$ cat config.mk
export PLATFORM = sky130hd
export DESIGN_NAME = inst_fetch_queue
export DESIGN_NICKNAME = d
export VERILOG_FILES = /design/src/rtl/mips_pkg.sv /design/src/rtl/fetch_fifo.sv /design/src/rtl/inst_fetch_queue.sv
export SDC_FILE = /design/constraint.sdc
export NUM_CORES = 1
export LEC_CHECK = 0
export BUFFER_PORTS_ARGS = -buffer_cell sky130_fd_sc_hd__buf_2
export CAP_MARGIN = 10
export CORE_ASPECT_RATIO = 1.75
export CORE_UTILIZATION = 61
export DETAILED_ROUTE_END_ITERATION = 7
export PLACE_DENSITY = 0.82
export SYNTH_ARGS = -nofsm -noshare
export SYNTH_HDL_FRONTEND = slang
export SYNTH_SLANG_ARGS = --single-unit
$ cat constraint.sdc
create_clock -name clk -period 13.7 [get_ports clk]
set_input_delay 1.37 -clock clk [delete_from_list [all_inputs] [get_ports clk]]
set_output_delay 1.37 -clock clk [all_outputs]
set_load 0.005 [all_outputs]
$ cat src/rtl/mips_pkg.sv
// Shared fetch-path types and constants.
package mips_pkg;

    localparam int unsigned ADDR_W = 32;
    localparam int unsigned DATA_W = 32;

    localparam logic [DATA_W-1:0] NOP_INSTR = 32'h0000_0000;

    // One queued fetch result: the PC it was fetched from and the word returned.
    typedef struct packed {
        logic [ADDR_W-1:0] pc;
        logic [DATA_W-1:0] instr;
    } fetch_entry_t;

endpackage

$ cat src/rtl/fetch_fifo.sv
// Circular buffer of fetch entries with push/pop/flush and an occupancy count.
// Pointers wrap naturally because DEPTH is a power of two.
module fetch_fifo
    import mips_pkg::fetch_entry_t;
#(
    parameter int unsigned DEPTH = 4,
    localparam int unsigned PTR_W = $clog2(DEPTH),
    localparam int unsigned CNT_W = PTR_W + 1
) (
    input  logic             clk,
    input  logic             reset,
    input  logic             push,
    input  fetch_entry_t     push_data,
    input  logic             pop,
    input  logic             flush,
    output fetch_entry_t     head,
    output logic [CNT_W-1:0] count
);

    fetch_entry_t     mem [DEPTH];
    logic [PTR_W-1:0] wr_ptr_q, wr_ptr_d;
    logic [PTR_W-1:0] rd_ptr_q, rd_ptr_d;
    logic [CNT_W-1:0] count_q, count_d;
    logic             push_ok, pop_ok;

    // Next pointers and count; flush wins over any simultaneous push or pop.
    always_comb begin
        push_ok  = push && (count_q != CNT_W'(DEPTH));
        pop_ok   = pop && (count_q != '0);
        wr_ptr_d = wr_ptr_q;
        rd_ptr_d = rd_ptr_q;
        count_d  = count_q;
        if (flush) begin
            wr_ptr_d = '0;
            rd_ptr_d = '0;
            count_d  = '0;
        end else begin
            wr_ptr_d = wr_ptr_q + PTR_W'(push_ok);
            rd_ptr_d = rd_ptr_q + PTR_W'(pop_ok);
            count_d  = count_q + CNT_W'(push_ok) - CNT_W'(pop_ok);
        end
    end

    // Pointer and count state.
    always_ff @(posedge clk or negedge reset) begin
        if (!reset) begin
            wr_ptr_q <= '0;
            rd_ptr_q <= '0;
            count_q  <= '0;
        end else begin
            wr_ptr_q <= wr_ptr_d;
            rd_ptr_q <= rd_ptr_d;
            count_q  <= count_d;
        end
    end

    // Entry storage; contents are qualified by count so it needs no reset.
    always_ff @(posedge clk) begin
        if (push_ok && !flush) begin
            mem[wr_ptr_q] <= push_data;
        end
    end

    assign head  = mem[rd_ptr_q];
    assign count = count_q;

endmodule

$ cat src/rtl/inst_fetch_queue.sv
// Fetch stage: issues PC reads to a 1-cycle synchronous instruction memory and
// queues {pc, instr} pairs toward decode with valid/ready.
// Optional feature macro: FETCH_BYPASS_EN -- forwards a returning response
// straight to decode when the queue is empty, cutting latency by one cycle.
// ADDR_W/DATA_W must match the widths of mips_pkg::fetch_entry_t.
module inst_fetch_queue
    import mips_pkg::fetch_entry_t;
    import mips_pkg::NOP_INSTR;
#(
    parameter int unsigned DEPTH  = 4,
    parameter int unsigned ADDR_W = mips_pkg::ADDR_W,
    parameter int unsigned DATA_W = mips_pkg::DATA_W
) (
    input  logic              clk,
    input  logic              reset,
    input  logic [ADDR_W-1:0] pc,
    input  logic              pc_valid,
    output logic              pc_ready,
    input  logic              flush,
    output logic              imem_req,
    output logic [ADDR_W-1:0] imem_addr,
    input  logic [DATA_W-1:0] imem_rdata,
    output logic              out_valid,
    input  logic              out_ready,
    output logic [DATA_W-1:0] out_instr,
    output logic [ADDR_W-1:0] out_pc,
    output logic              out_misalign
);

    localparam int unsigned CNT_W = $clog2(DEPTH) + 1;

    logic              started_q;
    logic              inflight_q;
    logic [ADDR_W-1:0] cap_pc_q;
    logic              accept;
    logic              bypass;
    logic              fifo_valid;
    logic              push, pop;
    logic [CNT_W-1:0]  count;
    fetch_entry_t      push_data;
    fetch_entry_t      head;

    // Request side: a slot is reserved for every accepted fetch via inflight.
    // started_q holds requests off until the first edge after reset release.
    always_comb begin
        pc_ready  = started_q && !flush &&
                    ((count + CNT_W'(inflight_q)) < CNT_W'(DEPTH));
        accept    = pc_valid && pc_ready;
        imem_req  = accept;
        imem_addr = pc;
    end

`ifdef FETCH_BYPASS_EN
    assign bypass = (count == '0) && inflight_q && !flush;
`else
    assign bypass = 1'b0;
`endif

    // Queue control: a bypassed response taken by decode is never stored.
    always_comb begin
        fifo_valid = (count != '0);
        push       = inflight_q && !flush && !(bypass && out_ready);
        pop        = fifo_valid && out_ready && !flush;
        push_data  = '{pc: cap_pc_q, instr: imem_rdata};
    end

    // Output mux: bypass path, FIFO head, or NOP with zero PC when empty.
    always_comb begin
        out_valid = 1'b0;
        out_instr = NOP_INSTR;
        out_pc    = '0;
        if (bypass) begin
            out_valid = 1'b1;
            out_instr = imem_rdata;
            out_pc    = cap_pc_q;
        end else if (fifo_valid) begin
            out_valid = 1'b1;
            out_instr = head.instr;
            out_pc    = head.pc;
        end
        out_misalign = out_valid && (out_pc[1:0] != 2'b00);
    end

    // Outstanding-read tracking and PC capture for the response cycle.
    always_ff @(posedge clk or negedge reset) begin
        if (!reset) begin
            started_q  <= 1'b0;
            inflight_q <= 1'b0;
            cap_pc_q   <= '0;
        end else begin
            started_q  <= 1'b1;
            inflight_q <= accept;
            if (accept) begin
                cap_pc_q <= pc;
            end
        end
    end

    fetch_fifo #(
        .DEPTH (DEPTH)
    ) u_fifo (
        .clk       (clk),
        .reset     (reset),
        .push      (push),
        .push_data (push_data),
        .pop       (pop),
        .flush     (flush),
        .head      (head),
        .count     (count)
    );

endmodule

### After elaboration in Yosys (flattened, before gate mapping)

Memory sizes are Yosys's and may differ from the RTL's.
Index checks and enable logic that the tools add are counted.

* register bits: 41
* memory bits (writable): 256
* bits of input ports: 69
* word-level logic and storage cells: 35
* memories: 1

Memory list
* u_fifo.mem: depth 4, bits a word 64, rd ports 1, clocked after memory_dff 0, wr ports 1, RTL line fetch_fifo.sv:20 `fetch_entry_t mem [DEPTH];`

* $add $sub $neg: 5
* order comparisons: 1
* equality and inequality tests: 1
* muxes and demuxes: 8
* reductions and logical operators: 13

Operator list (number)
* two-way mux 32 bit: 2
* logical AND 1 bit: 10
* adder 3 x 1 -> 3 bit: 2
* adder 2 x 1 -> 2 bit: 2
* two-way mux 2 bit: 2
* < comparator 3 bit, second input constant: 1
* two-way mux 1 bit: 3
* two-way mux 3 bit: 1
* != test 3 bit, second input constant: 1
* nonzero test 3 bit: 1
* subtractor 3 x 1 -> 3 bit: 1
* nonzero test 2 bit: 1
* logical NOT 1 bit: 1

### Longest topological paths before layout

* word-level depth: 6
* mapped depth: 10
* depth with buffers taken out: 10

### Modules after synthesis

From an unflattened synthesis, not the netlist that was laid out.

* cell total of the unflattened synthesis: 554
* area total of the unflattened synthesis: 11705.0 um^2

By module, submodules not included
* fetch_fifo: instances 1, cells an instance 369, area an instance 9709.3 um^2, seq. area each 7862.5 um^2
* inst_fetch_queue: instances 1, cells an instance 185, area an instance 1995.7 um^2, seq. area each 850.8 um^2

### Worst setup path before layout

No wires, ideal clock.

* path kind: input to register
* start: input port flush
* end: memory u_fifo.mem[2][0] (netlist name), enable pin
* setup time: 0.578 ns
* arrival: 6.537 ns
* slack: 6.584 ns
* stages on the path: 3
* cells stage by stage: clkbuf_1 a211o_1 nor3b_1

* word-level cells in the longest chain between the ends: 6

Ends and longest elaborated chain
* start, declared: RTL line inst_fetch_queue.sv:19 `input logic flush,`
* logical NOT 1 bit *: RTL line fetch_fifo.sv:59, inst_fetch_queue.sv:62
* logical AND 1 bit: RTL line inst_fetch_queue.sv:62 `push = inflight_q && !flush && !(bypass && out_ready);`
* logical AND 1 bit: RTL line fetch_fifo.sv:28 `push_ok = push && (count_q != CNT_W'(DEPTH));`
* logical AND 1 bit *: RTL line fetch_fifo.sv:59 `if (push_ok && !flush) begin`
* two-way mux 1 bit *: RTL line fetch_fifo.sv:59
* two-way mux 1 bit (not written as such) *: RTL line fetch_fifo.sv:60 `mem[wr_ptr_q] <= push_data;`
* end, declared: RTL line fetch_fifo.sv:20

Mark *: on every way between the ends. The rest lies on a longest branch, timed or not.

### Final worst setup path

* start: register u_fifo.rd_ptr_q[0]
* end: output port out_misalign

* word-level cells in the longest chain between the ends: 4

Ends and longest elaborated chain
* start, declared: RTL line fetch_fifo.sv:22 `logic [PTR_W-1:0] rd_ptr_q, rd_ptr_d;`
* start signal, assigned: RTL line fetch_fifo.sv:52 `rd_ptr_q <= rd_ptr_d;`
* memory read (4 x 64 bit)
* two-way mux 32 bit: RTL line inst_fetch_queue.sv:76 `end else if (fifo_valid) begin`
* nonzero test 2 bit: RTL line inst_fetch_queue.sv:81 `out_misalign = out_valid && (out_pc[1:0] != 2'b00);`
* logical AND 1 bit: RTL line inst_fetch_queue.sv:81
* end, declared: RTL line inst_fetch_queue.sv:27 `output logic out_misalign`

Every way passes these cells.

==> summary.txt <==
Yosys
  – #FFs+latches synth: 297
  – Complex-gate fraction of the synthesized area: 0.368%
  – Post-synthesis xor/xnor area fraction: 0.227%
  – Register area share after synthesis: about three quarters
  – Number of library cell types mapped by synthesis: 28
  – Average instance area after synthesis: 20.9 um^2
  – Proportion of register bits with asynchronous set or reset after synthesis: 13.8%
  – Area of the mapped netlist: 11600 um^2
  – Number of enable flip-flop cells after synthesis: 256
  – Area fraction in and, or, nand and nor cells after synthesis: 4.39%
  – Main combinational cell family by area after synthesis: multiplexers
  – Share of cell area taken by muxes after synthesis: 15.6%
  – Area share of fa/ha/maj cells after synthesis: 0.606%
  – Synth warnings: 0
  – Number of instances in the synthesized netlist: 554
  – Synthesized Nets: 628
  – Top FF cell, synth: edfxtp_1

Finish
  – # fillers: 1143
  – Non-filler cells, final: 961
  – Most common library cell in the layout ignoring fill and taps: edfxtp_1
  – Storage element area: 8720 um^2
  – Number of nets in the final layout: 775
  – Combined area of the multi-input logic cells: between 2000 and 2500 um^2
  – Share of final-layout standard cells stronger than drive strength 1: a little over two fifths
  – Cell area after layout: 13200 um^2
  – Area overhead of the layout relative to synthesis: 14.6%
  – Most used cells in the layout excluding fill and tap cells: 256 x edfxtp_1, 168 x buf_2, 65 x and2_1

Floorplan
  – Die height: around 180 um
  – Die Footprint: between 15000 and 20000 um^2
  – Core Area: 18600 um^2
  – Placement row count: between 60 and 70
  – Initial core utilization: between 60% and 70%
  – Die X: 106 um
  – Boundary pin count: roughly 170

Placed design
  – Worst slack at placement: 9.73 ns
  – Count of input and output buffers: 168
  – Placed cell area: 12400 um^2
  – Final HPWL from detailed placement: 12000 um
  – Cell total after placement: 911
  – Last weighted congestion value of the routability-driven placer: roughly 0.75

Setup path
  – Critical Path Sink Type: output pin
  – Worst Setup Path Type: flip-flop to output pin
  – Last element of the critical path: out_misalign
  – Cell at the slowest stage of the critical path: buf_4
  – Cell type with the highest occurrence count on the critical path: nor2_1
  – Worst Path Max Fanout: 48
  – Worst-path cell chain: buf_4 > mux4_2 > nor2_1 > nor2_1 > buf_2
  – Sort of element at the start of the critical path: flip-flop
  – Worst reg2reg setup slack: 11.19 ns
  – R2R cell count: 10
  – Worst R2R End: u_fifo.count[2]
  – Worst Path Required: 12.33 ns
  – Critical Path Max Stage Delay: just under 0.8 ns
  – Worst EP arrival: 3.07 ns
  – Critical R2R Launch: u_fifo.count[1]
  – Critical Path Start: u_fifo.rd_ptr_q[0]

Global routing
  – Global-route wire length before repair: 32200 um
  – Maximum number of pins on one net before global-route repair: between 60 and 70
  – Global-route congestion overflow total: 0
  – Number of global-route vias before repair: 5844
  – Initial antenna violation count: 2
  – Total global routing track utilization: about 22%

Clock network
  – Number of buffers added by the clock tree synthesis step: 26
  – Clock-pin slew on the worst setup and hold paths: 0.06 ns
  – TritonCTS clock tree: yes
  – CTS H-Tree Depth: 1
  – Clock root buffer: clkbuf_16
  – Hold-fix buffer count after cts: 0
  – Post-cts resize count: 0
  – Post-CTS setup-driven buffer insertion count: 0
  – Sink Count: 297
  – Insertion delay of the later-clocked pin in the worst-skew pair: between 0.5 and 0.6 ns
  – Buffer levels on the longest clock path: 3

STA
  – Clock period minus worst slack: roughly 4.4 ns
  – Setup repair after global routing missed its margin: no
  – Maximum operating frequency: 225 MHz
  – Setup violation total in the final timing report: 0
  – Setup TNS Final: 0 ns
  – Number of failing hold endpoints at the final stage: 0
  – Number of max-slew violations in the final report: 0
  – Slew Limit Headroom: 31.6%
  – Tcrit/Tclk final: approximately a third
  – Measured slew at the worst slew-check pin: around 1.0 ns
  – Worst clock skew: 0.00970 ns
  – Final worst-path setup slack: 9.26 ns

Power
  – Total power density per cell area: 165 nW/um^2
  – Highest ir drop seen on vdd: 146 uV
  – Overall power consumption: approximately 2.2 mW
  – Cell leakage power: approximately 4.8 nW

Drt
  – Router iterations before antenna repair: 4
  – Antenna viol nets, final: 0
  – Routed length per placed instance: 21.8 um
  – Violation count after the first detailed-route iteration: 345
  – DRC viols: 0
  – Overall via count from detail_route: 5527
  – Via/cell ratio: 5.75
  – Post-detailed-routing wire length: 20900 um

Job
  – MaxCap Viol Count: 0

Hold path
  – Hold/Removal Path Class: flip-flop to flip-flop

Outcome
  – Run status: complete, no violations
## routing by layer
layer | global-route usage (%) | up-vias | share of wire, %
met5 | 0 | - | 0
met4 | 8.33 | 0 | 3.2
met3 | 2.37 | 50 | 3.5
met2 | 38.7 | 168 | 54
met1 | 29.1 | 2882 | 39
li1 | - | 2427 | -
## area by class of cell
cell class,count,area share [%]
inverters,7,0.198
flip-flops and latches,297,65.8
well taps,238,2.25
clock inverters,13,0.888
multi-input cells,193,18.7
diodes,2,0.0378
clock buffers,35,5.33
repair buffers,176,6.80
## power breakdown
part           internal [mW]  switching, mW  leakage (nW)
sequential              1.08         0.0633          2.80
combinational          0.178          0.164          1.56
clock                  0.400          0.299         0.403
total                   1.66          0.527          4.75
## metrics by stage
step,hold WS [ns],utilization [%]
after global routing,0.537,71.3
final,0.516,71.3
after global placement,0.479,66.8
after detailed placement,0.503,66.8
after CTS,0.520,71.3
after floorplan,0.469,-
## cell usage after synthesis (2+ instances only)
| library cell | number | area (um^2) |
|---|---|---|
| and2_1 | 65 | 407 |
| buf_1 | 2 | 7.51 |
| buf_2 | 8 | 40.0 |
| buf_4 | 32 | 240 |
| buf_6 | 3 | 33.8 |
| clkbuf_1 | 12 | 45.0 |
| dfrtp_1 | 41 | 1030 |
| edfxtp_1 | 256 | 7690 |
| ha_1 | 4 | 50.1 |
| inv_1 | 7 | 26.3 |
| mux2_1 | 11 | 124 |
| mux2_2 | 21 | 236 |
| mux4_2 | 64 | 1440 |
| nor2_1 | 7 | 26.3 |
| nor2b_1 | 3 | 18.8 |
| nor3_1 | 3 | 15.0 |
| nor3b_1 | 3 | 22.5 |
| xnor2_1 | 2 | 17.5 |
## critical path, delay by kind of cell, from the launching register on
| kind | cells | cell delay (ns) |
|---|---|---|
| buffers and inverters | 2 | 0.93 |
| muxes | 1 | 0.63 |
| and+or+nand+nor | 2 | 0.24 |
| DFF | 1 | 0.65 |
## how the worst min path moves through the flow
stage,start,to,slack [ns],cells past startpoint
2_1_floorplan,cap_pc_q[17],u_fifo.mem[0][49],0.47,0
4_1_cts,cap_pc_q[4],u_fifo.mem[1][36],0.52,0
5_1_grt,cap_pc_q[25],u_fifo.mem[3][57],0.54,0
3_3_place_gp,cap_pc_q[24],u_fifo.mem[0][56],0.48,0
6_report,cap_pc_q[9],u_fifo.mem[3][41],0.52,0
3_5_place_dp,cap_pc_q[12],u_fifo.mem[3][44],0.50,0
## sequential cells by signal, summed over array words and instances, names as in the netlist
name,count
cap_pc_q,32
started_q,1
u_fifo.rd_ptr_q,2
u_fifo.count,3
u_fifo.mem,256
inflight_q,1
u_fifo.wr_ptr_q,2
## kinds of logic after synthesis
kind of cell / count (synthesis)
AO/OA/AOI/OAI: 4
multiplexers: 96
adder cells (fa/ha/maj): 5
other: 1
XOR/XNOR: 3
AND/OR/NAND/NOR: 84
flip-flops: 297
buffers and inverters: 64
Power figures use the tool's default switching activity.
